<file path="src/rtl/score_pkg.sv">
// Shared constants, FSM state encodings and the saturating adder used by the
// score table engine and its compare/accumulate stage.
package score_pkg;

  localparam int DEF_NUM_PLAYERS = 16;
  localparam int DEF_ID_W        = 16;
  localparam int DEF_ADDR_W      = 16;
  localparam int DEF_SCORE_W     = 16;
  localparam int DEF_TOTAL_W     = 24;
  localparam int DEF_RAM_LAT     = 2;

  localparam logic [2:0] S_CLEAR    = 3'd0;
  localparam logic [2:0] S_IDLE     = 3'd1;
  localparam logic [2:0] S_UPD_RD   = 3'd2;
  localparam logic [2:0] S_UPD_WAIT = 3'd3;
  localparam logic [2:0] S_UPD_WR   = 3'd4;
  localparam logic [2:0] S_SCAN     = 3'd5;
  localparam logic [2:0] S_DONE     = 3'd6;

  // Unsigned a+b clamped to 2**w-1; a carry out of bit w-1 forces all-ones.
  function automatic logic [31:0] sat_add(input logic [31:0] a, input logic [31:0] b,
                                          input int w);
    logic [32:0] sum;
    logic [32:0] lim;
    sum = {1'b0, a} + {1'b0, b};
    lim = (33'd1 << w) - 33'd1;
    return (sum > lim) ? lim[31:0] : sum[31:0];
  endfunction

endpackage

</file>
<file path="src/rtl/score_max_acc.sv">
// Scan-side compare/accumulate stage: tracks the highest score (lowest id on
// ties) and the saturated running total of every valid entry presented.
module score_max_acc
  import score_pkg::*;
#(
  parameter int ID_W    = DEF_ID_W,
  parameter int SCORE_W = DEF_SCORE_W,
  parameter int TOTAL_W = DEF_TOTAL_W
)(
  input  logic               clk,
  input  logic               rst,
  input  logic               i_clear,
  input  logic               i_valid,
  input  logic [ID_W-1:0]    i_id,
  input  logic [SCORE_W-1:0] i_score,
  output logic [ID_W-1:0]    o_best_id,
  output logic [SCORE_W-1:0] o_best_score,
  output logic [TOTAL_W-1:0] o_total
);

  logic [ID_W-1:0]    r_best_id;
  logic [SCORE_W-1:0] r_best_score;
  logic [TOTAL_W-1:0] r_total;

  always_ff @(posedge clk) begin
    if (rst || i_clear) begin
      r_best_id    <= '0;
      r_best_score <= '0;
      r_total      <= '0;
    end else if (i_valid) begin
      // Strictly greater only, so the first (lowest) id wins a tie.
      if (i_score > r_best_score) begin
        r_best_id    <= i_id;
        r_best_score <= i_score;
      end
      r_total <= TOTAL_W'(sat_add(32'(r_total), 32'(i_score), TOTAL_W));
    end
  end

  assign o_best_id    = r_best_id;
  assign o_best_score = r_best_score;
  assign o_total      = r_total;

endmodule

</file>
<file path="src/rtl/score_table_engine.sv">
// Score table engine: clears the score RAM after reset, serialises saturating
// read-modify-write updates and runs a pipelined full-table report scan.
module score_table_engine
  import score_pkg::*;
#(
  parameter int NUM_PLAYERS = DEF_NUM_PLAYERS,
  parameter int ID_W        = DEF_ID_W,
  parameter int ADDR_W      = DEF_ADDR_W,
  parameter int SCORE_W     = DEF_SCORE_W,
  parameter int TOTAL_W     = DEF_TOTAL_W,
  parameter int RAM_LAT     = DEF_RAM_LAT
)(
  input  logic               clk,
  input  logic               rst,
  input  logic               upd_valid,
  output logic               upd_ready,
  input  logic [ID_W-1:0]    upd_id,
  input  logic [SCORE_W-1:0] upd_points,
  output logic               upd_err,
  input  logic               rpt_start,
  output logic               rpt_busy,
  output logic               rpt_valid,
  output logic [ID_W-1:0]    rpt_id,
  output logic [SCORE_W-1:0] rpt_score,
  output logic [TOTAL_W-1:0] rpt_total,
  output logic               init_done,
  output logic               ram_wren,
  output logic [ADDR_W-1:0]  ram_addr,
  output logic [SCORE_W-1:0] ram_wdata,
  input  logic [SCORE_W-1:0] ram_rdata,
  output logic [2:0]         dbg_state
);

  localparam int CW = ADDR_W + 2;
  localparam logic [CW-1:0] C_N   = CW'(NUM_PLAYERS);
  localparam logic [CW-1:0] C_CAP = CW'(RAM_LAT + 1);
  localparam logic [CW-1:0] C_FIN = CW'(NUM_PLAYERS + RAM_LAT + 1);
  localparam logic [31:0]   C_NP  = 32'(NUM_PLAYERS);

  logic [2:0]         r_state;
  logic [CW-1:0]      r_cnt;
  logic [SCORE_W-1:0] r_points;
  logic               r_addr_v;
  logic [RAM_LAT-1:0] r_sr_v;
  logic [ADDR_W-1:0]  r_sr_id [RAM_LAT];
  logic               w_scan_start;
  logic [ID_W-1:0]    w_best_id;
  logic [SCORE_W-1:0] w_best_score;
  logic [TOTAL_W-1:0] w_total;

  // Update handshake: a request is taken on a clock edge where upd_valid and
  // the registered upd_ready are both high; the requester holds id/points
  // until then. A report start seen in IDLE wins over a same-cycle update.
  assign w_scan_start = (r_state == S_IDLE) && rpt_start;
  assign dbg_state    = r_state;

  always_ff @(posedge clk) begin
    if (rst) begin
      r_state   <= S_CLEAR;
      r_cnt     <= '0;
      r_points  <= '0;
      r_addr_v  <= 1'b0;
      upd_ready <= 1'b0;
      upd_err   <= 1'b0;
      rpt_busy  <= 1'b0;
      rpt_valid <= 1'b0;
      rpt_id    <= '0;
      rpt_score <= '0;
      rpt_total <= '0;
      init_done <= 1'b0;
      ram_wren  <= 1'b0;
      ram_addr  <= '0;
      ram_wdata <= '0;
    end else begin
      upd_err   <= 1'b0;
      rpt_valid <= 1'b0;
      ram_wren  <= 1'b0;
      case (r_state)
        S_CLEAR: begin
          if (r_cnt == C_N) begin
            r_state   <= S_IDLE;
            init_done <= 1'b1;
            upd_ready <= 1'b1;
            rpt_busy  <= 1'b0;
          end else begin
            ram_wren  <= 1'b1;
            ram_addr  <= r_cnt[ADDR_W-1:0];
            ram_wdata <= '0;
            rpt_busy  <= 1'b1;
            r_cnt     <= r_cnt + CW'(1);
          end
        end
        S_IDLE: begin
          if (w_scan_start) begin
            r_state   <= S_SCAN;
            upd_ready <= 1'b0;
            rpt_busy  <= 1'b1;
            ram_addr  <= '0;
            r_addr_v  <= 1'b1;
            r_cnt     <= CW'(1);
          end else if (upd_valid) begin
            r_points <= upd_points;
            if (32'(upd_id) >= C_NP) begin
              upd_err <= 1'b1;
            end else begin
              r_state   <= S_UPD_RD;
              upd_ready <= 1'b0;
              ram_addr  <= ADDR_W'(upd_id);
              r_cnt     <= CW'(1);
            end
          end
        end
        // r_cnt is the cycle number since acceptance; read data lands on C_CAP.
        S_UPD_RD, S_UPD_WAIT: begin
          if (r_cnt == C_CAP) begin
            r_state   <= S_UPD_WR;
            ram_wren  <= 1'b1;
            ram_wdata <= SCORE_W'(sat_add(32'(ram_rdata), 32'(r_points), SCORE_W));
          end else begin
            r_state <= S_UPD_WAIT;
            r_cnt   <= r_cnt + CW'(1);
          end
        end
        S_UPD_WR: begin
          r_state   <= S_IDLE;
          upd_ready <= 1'b1;
        end
        S_SCAN: begin
          if (r_cnt < C_N) ram_addr <= r_cnt[ADDR_W-1:0];
          else             r_addr_v <= 1'b0;
          if (r_cnt == C_FIN) begin
            r_state   <= S_DONE;
            rpt_valid <= 1'b1;
            rpt_busy  <= 1'b0;
            rpt_id    <= w_best_id;
            rpt_score <= w_best_score;
            rpt_total <= w_total;
          end else begin
            r_cnt <= r_cnt + CW'(1);
          end
        end
        S_DONE: begin
          r_state   <= S_IDLE;
          upd_ready <= 1'b1;
        end
        default: begin
          r_state <= S_CLEAR;
          r_cnt   <= '0;
        end
      endcase
    end
  end

  // Address/valid shadow of the RAM read pipeline, aligned with ram_rdata.
  always_ff @(posedge clk) begin
    if (rst) r_sr_v <= '0;
    else begin
      r_sr_v[0] <= r_addr_v;
      for (int i = 1; i < RAM_LAT; i++) r_sr_v[i] <= r_sr_v[i-1];
    end
  end

  always_ff @(posedge clk) begin
    r_sr_id[0] <= ram_addr;
    for (int i = 1; i < RAM_LAT; i++) r_sr_id[i] <= r_sr_id[i-1];
  end

  score_max_acc #(
    .ID_W    (ID_W),
    .SCORE_W (SCORE_W),
    .TOTAL_W (TOTAL_W)
  ) u_max_acc (
    .clk          (clk),
    .rst          (rst),
    .i_clear      (w_scan_start),
    .i_valid      (r_sr_v[RAM_LAT-1]),
    .i_id         (ID_W'(r_sr_id[RAM_LAT-1])),
    .i_score      (ram_rdata),
    .o_best_id    (w_best_id),
    .o_best_score (w_best_score),
    .o_total      (w_total)
  );

endmodule
</file>
<file path="config.mk">
export PLATFORM = sky130hd
export DESIGN_NAME = score_table_engine
export DESIGN_NICKNAME = d
export VERILOG_FILES = /design/src/rtl/score_pkg.sv /design/src/rtl/score_max_acc.sv /design/src/rtl/score_table_engine.sv
export SDC_FILE = /design/constraint.sdc
export NUM_CORES = 1
export LEC_CHECK = 0
export CAP_MARGIN = 20
export CORE_UTILIZATION = 59
export CTS_BUF_LIST = sky130_fd_sc_hd__clkbuf_16
export DETAILED_ROUTE_END_ITERATION = 12
export PLACE_DENSITY_LB_ADDON = 0.05
export REMOVE_ABC_BUFFERS = 1
export SLEW_MARGIN = 10
export SYNTH_ARGS = -nofsm -noshare
export SYNTH_HDL_FRONTEND = slang
export SYNTH_SLANG_ARGS = --single-unit
</file>
<file path="constraint.sdc">
create_clock -name clk -period 5.1 [get_ports clk]
set_clock_uncertainty 0.15 [all_clocks]
set_input_delay 1.02 -clock clk [delete_from_list [all_inputs] [get_ports clk]]
set_output_delay 1.02 -clock clk [all_outputs]
set_load 0.01 [all_outputs]
</file>
==> results of run 1 <==
## through the flow
stage	cell area, sq um	util [%]	setup WS (ps)	power, W	hold WS [ps]
2_1_floorplan	9887	-	-66.57	0.001876	159.6
3_3_place_gp	11740	70.02	1023	0.001977	160.3
3_5_place_dp	11740	70.02	953.7	0.001980	162.1
4_1_cts	12590	75.14	1473	0.003842	176.1
5_1_grt	12590	75.14	1260	0.003927	180.3
6_report	12590	75.14	1433	0.003820	175.4
## power groups by stage
stage                     Clock, W  Sequential [W]  Combinational (W)
after floorplan                  0         0.00179          0.0000883
after global placement           0         0.00179           0.000189
after detailed placement         0         0.00179           0.000192
after CTS                  0.00190         0.00175           0.000194
after global routing       0.00196         0.00175           0.000213
final                      0.00187         0.00175           0.000196
## area by class of cell
| cell class | count | area, sq um | area share [%] |
|---|---|---|---|
| timing repair buffer | 157 | 1546 | 12.28 |
| clock buffer | 23 | 575.6 | 4.570 |
| sequential | 222 | 4444 | 35.29 |
| inverter | 35 | 131.4 | 1.043 |
| multi-input combinational | 899 | 5338 | 42.38 |
| tap | 220 | 275.3 | 2.186 |
| clock inverter | 19 | 282.8 | 2.245 |
## metal layers
layer  wire length (microns)  GRT usage [%]  share of wire, %  up-vias
li1                        -              -                 -     4533
met1                   12040          40.47                47     4243
met2                   11600          45.11                45      283
met3                    1452          3.691               5.7       35
met4                     440          7.008               1.7        0
met5                       0              0                 0        -
## sequential cells by signal, indices dropped and copies added, names as in the netlist, 16 cells and up
| register | flops |
|---|---|
| u_max_acc.o_best_id | 16 |
| ram_addr | 16 |
| u_max_acc.o_best_score | 16 |
| r_sr_id | 32 |
| ram_wdata | 16 |
| rpt_total | 24 |
| rpt_id | 16 |
| r_cnt | 18 |
| rpt_score | 16 |
| u_max_acc.o_total | 24 |
| r_points | 16 |
## path summary, 6_finish.rpt
kind	from	to	slack, ps	cells past startpoint
max reg2reg	r_cnt[14]	ram_addr[10]	2150	6
min reg2reg	r_sr_id[0][6]	r_sr_id[1][6]	180	0
min	r_sr_id[0][6]	r_sr_id[1][6]	180	0
max	ram_rdata[0]	u_max_acc.o_total[8]	1430	11
## cell usage after synthesis, types with 8 or more instances
cell type  number
o21ai_0        73
nand2b_1       10
buf_2          12
dfxtp_1       222
nor2_1         86
nor3b_1        19
and3_1         13
a31oi_1         9
clkbuf_1       49
nor2b_1        12
ha_1           50
nand2_1       220
nor3_1         16
o21a_1         12
nand4_1        14
inv_1          35
a21o_1         16
xnor2_1         8
a21oi_1       134
a211oi_1       25
nand3_1        54
xor2_1         25
## worst max-delay path, delay by kind of cell
kind | cells | cell delay [ps]
simple gates | 2 | 340
buf+inv | 2 | 590
compound gates | 5 | 1400
fa+ha+maj | 2 | 510
## cells by family (layout without fill, tap and decap cells)
| logic type | after synthesis | count (layout) |
|---|---|---|
| simple gates | 481 | 481 |
| compound gates | 327 | 327 |
| flops | 222 | 222 |
| buf+inv | 109 | 234 |
| fa+ha+maj | 52 | 52 |
| xor+xnor | 33 | 33 |
| mux | 6 | 6 |
==> results_dict.tcl, run 1 <==
set metrics [dict create \
    synth_edf_count 0 \
    place_congestion 0.9064 \
    drtAntennaViolNets 0 \
    max_freq_mhz 272.7 \
    async_flop_share_pct 0 \
    power_density_nw_per_um2 303.3 \
    yosys.area_share.adder_pct 6.505 \
    synth_compound_area_share_pct 19.28 \
    synth_xor_area_share_pct 2.825 \
    worstMarginPinSlew_ps 943.8 \
    cts_root_buffer "clkbuf_16" \
    ys_seq_elements 222 \
    final_cell_mix "222 x dfxtp_1, 220 x nand2_1, 147 x clkdlybuf4s50_1" \
    firstDrtPassIters 5 \
    num_antenna_cells 0 \
    cp_max_fo 16 \
    status "finished clean" \
    instances_no_fill 1575 \
    fp-row-count 47 \
    crit_arrival_ps 3890 \
    grt_pass1_vias 8276 \
    htree_levels 1 \
    drive_gt1_share_pct 4.871 \
    clock-sinks 222 \
    syn_to_final_growth_pct 23.07 \
    synth_ff_type "dfxtp_1" \
    cts_setup_buffers 0 \
    maxCapViolCount 0 \
    synth_top_family_by_area "simple AND/OR/NAND/NOR gates" \
    final.period_utilization_pct 71.90 \
    track_usage_pct 28.30 \
    slowest_delay_ps 580 \
    hp-class "reg -> reg" \
    grt_pass1_wl_mm 41.07 \
    netlist_area_sq_um 10230 \
    cts.path.max_buffers 3 \
    ctsResizeCount 0 \
    wl_per_cell_microns 16.21 \
    leakagePower_nw 4.707 \
    worstPathCellList "clkdlybuf4s50_1, ha_1, inv_1, fa_1, nor2b_1, o31a_1, a21o_1, nor4_4, o21bai_2, a21boi_2, a21oi_1" \
    crit_slowest_cell "a21boi_2" \
    endpoint_kind "flip-flop" \
    required_ps 5320 \
    yosys_warnings 0 \
    antenna_found_initial 0 \
    power_frac_clock_pct 49.1 \
    setup_total_negative_slack_ps 0 \
    power.switching_w 0.0008459 \
    initial_core_util_pct 61.05 \
    power_frac_comb_pct 5.1 \
    die_area_sq_um 17870 \
    die_height_microns 133.7 \
    die_x_microns 133.7 \
    fin_nets 1442 \
    worstSkewPairLatency_ps 520 \
    io_buffers 148 \
    clk_pin_slew_ps 60 \
    peakVddDrop_mv 0.3230 \
    io_pins 149 \
    fin_crit_ps 3667 \
    wirelength_mm 25.53 \
    synth.distinct_cells 70 \
    postSynthAreaPerCell_sq_um 8.319 \
    cts_tree "yes" \
    finalHoldViolations 0 \
    seq_area_frac_synth_pct 43.43 \
    report.final.slew_viol_count 0 \
    core_sq_um 16760 \
    dp.cells 1533 \
    cts_inserted_buffers 23 \
    netlist_top_cells_area "dfxtp_1 43%, nand2_1 8.1%, a21oi_1 6.6%, ha_1 6.1%, o21ai_0 3.6%" \
    sw_frac_of_total_pct 22.14 \
    p_seq_share_pct 45.8 \
    synthSimpleGateAreaFrac_pct 22.71 \
    synthCells 1230 \
    yosysTopAreaCell "dfxtp_1" \
    synthMuxAreaShare_pct 0.5869 \
    via_per_inst 5.774 \
    grt_max_degree 67 \
    layout_commonest_cell "dfxtp_1" \
    rsz0062_at_grt "no" \
    ctsHoldBuffers 0 \
    synth.top_cell.area_share_pct 43.43 \
    vias 9094 \
    setup_viol 0 \
    nFillCells 1303 \
    drt_iter0_markers 591 \
    cp-start-kind "input pin" \
    slew_headroom_pct 37.08 \
    p_int_w 0.002974 \
    grt_overflow 0 \
    crit_type "in -> reg" \
    place_hpwl_mm 17.36 \
    drc 0 \
]
No activity file was read; power rests on OpenSTA's default activity.
==> run 2, diff against run 1 <==
Settings changed: CORE_UTILIZATION 59 to 49.
Clock period 5.1 ns to 3.2 ns, I/O delays scaled along.
==> results_dict.tcl, run 2 (synthesis gave the netlist of run 1 again) <==
set metrics [dict create \
    cts_inserted_buffers 24 \
    rsz0062_at_grt "no" \
    nFillCells 1806 \
    worstPathCellList "clkdlybuf4s50_1, ha_1, inv_1, fa_1, nor2b_1, o31a_1, a21o_1, nor4_4, o21bai_2, buf_4, buf_4, a31oi_1, a311oi_1" \
    setup_total_negative_slack_ps 0 \
    firstDrtPassIters 5 \
    seqCellArea_sq_um 4444 \
    slowest_delay_ps 550 \
    maxCapViolCount 0 \
    drive_gt1_share_pct 9.812 \
    cts_tree "yes" \
    die_height_microns 146.5 \
    drt_iter0_markers 446 \
    crit_type "in -> reg" \
    dp.cells 1664 \
    largest_register "r_sr_id" \
    final_cell_area_sq_um 13160 \
    fp-row-count 52 \
    initial_core_util_pct 50.25 \
    largest_reg_flops 32 \
    grt_pass1_vias 8526 \
    place_hpwl_mm 18.62 \
    clk_pin_slew_ps 60 \
    antenna_found_initial 0 \
    cpLargestDelayFamily "compound AO/OA/AOI/OAI gates" \
    placed_cell_area_sq_um 12460 \
    vias 9094 \
    htree_levels 1 \
    track_usage_pct 24.24 \
    worstSkewPairLatency_ps 520 \
    grt_pass1_wl_mm 42.64 \
    max_freq_mhz 332.0 \
    wirelength_mm 26.07 \
    fin_nets 1524 \
    final.period_utilization_pct 94.11 \
    drtAntennaViolNets 0 \
    required_ps 3480 \
    power_density_nw_per_um2 425.5 \
    crit_slowest_cell "clkdlybuf4s50_1" \
    clock-sinks 222 \
    instances_no_fill 1707 \
    fin_crit_ps 3012 \
    die_x_microns 146.5 \
    num_antenna_cells 0 \
    path_buf_inv 4 \
    syn_to_final_growth_pct 28.63 \
    holdWs_ps 170.6 \
    report.final.slew_viol_count 0 \
    wl_per_cell_microns 15.27 \
    endpoint_kind "flip-flop" \
    worstMarginPinSlew_ps 908.3 \
    status "finished clean" \
    layout_commonest_cell "dfxtp_1" \
    drc 0 \
    crit_arrival_ps 3290 \
    cp_max_fo 6 \
    cp-start-kind "input pin" \
    core_sq_um 20360 \
    place_congestion 0.8616 \
    slew_headroom_pct 39.12 \
    grt_max_degree 62 \
    setup_viol 0 \
    cts_setup_buffers 0 \
    die_area_sq_um 21460 \
    p_total_w 0.005600 \
    grt_overflow 0 \
    cpMostUsedCell "buf_4" \
    finalHoldViolations 0 \
    multi_input_area_sq_um 5345 \
    via_per_inst 5.327 \
    peakVddDrop_mv 0.4266 \
    cts.path.max_buffers 3 \
    leakagePower_nw 5.084 \
    io_buffers 148 \
    hp-class "reg -> reg" \
    cts_root_buffer "clkbuf_16" \
    final_cell_mix "222 x dfxtp_1, 220 x nand2_1, 147 x clkdlybuf4s50_1" \
    io_pins 149 \
]
==> run 2: cell types whose count changed in the layout (fill, tap and decap cells not counted), moves of 3 or more <==
cell        before  now
buf_4           10   87
bufinv_16        6    0
clkinv_2         2    8
buf_12           0    4
inv_1           36   40
clkinv_1         1    4
clkinv_4         3    0
clkinvlp_4       4    1
==> run 2: repair_timing <==
item                                    4_1_cts  5_1_grt
endpoints found under the setup margin        0       16
resized for setup                             0        1
hold buffers                                  0        0
==> run 2: worst register-to-register path: stages, from the launching register on <==
cell and delay, ps:
dfxtp_1 390, ha_1 190, inv_1 50, fa_1 380
nor2b_1 190, o31a_1 220, a21o_1 210, nor4_4 60
o21bai_2 220, buf_4 150, buf_4 130, a31oi_1 80
a311oi_1 240
==> run 2: power by group <==
group | internal (W) | leakage [nW] | switching, W
sequential | 0.00278 | 1.79 | 0.00000962
combinational | 0.000171 | 2.93 | 0.000185
clock | 0.00136 | 0.367 | 0.00110
total | 0.00431 | 5.08 | 0.00129
==> run 2: final timing paths <==
path,depth (start not counted),end,slack (ps),start
hold / removal,0,r_sr_id[1][13],170,r_sr_id[0][13]
hold reg to reg,0,r_sr_id[1][13],170,r_sr_id[0][13]
setup / recovery,13,u_max_acc.o_total[22],190,ram_rdata[0]
setup reg to reg,12,u_max_acc.o_total[22],470,u_max_acc.o_total[0]
==> run 2: layer usage <==
metal	vias to the layer above	share of wire, %	wire [microns]	global-route usage [%]
met1	4191	50	13150	34.38
met5	-	0	0	0
met2	168	44	11400	38.60
met3	43	3.9	1007	3.188
met4	0	2.0	516	6.510
li1	4692	-	-	-
==> run 2: layout make-up <==
cell class / instances / share of cell area (%)
tap: 270 / 2.567
sequential: 222 / 33.77
timing repair buffer: 238 / 16.75
inverter: 35 / 0.9982
clock inverter: 19 / 0.7415
multi-input combinational: 899 / 40.61
clock buffer: 24 / 4.563
==> run 2: metrics by stage <==
stage          worst slack, ps  utilization (%)
5_1_grt                  13.76            64.63
3_5_place_dp            -463.4            61.16
4_1_cts                  74.57            64.59
6_report                 188.3            64.63
2_1_floorplan            -1967                -
3_3_place_gp            -376.2            61.16
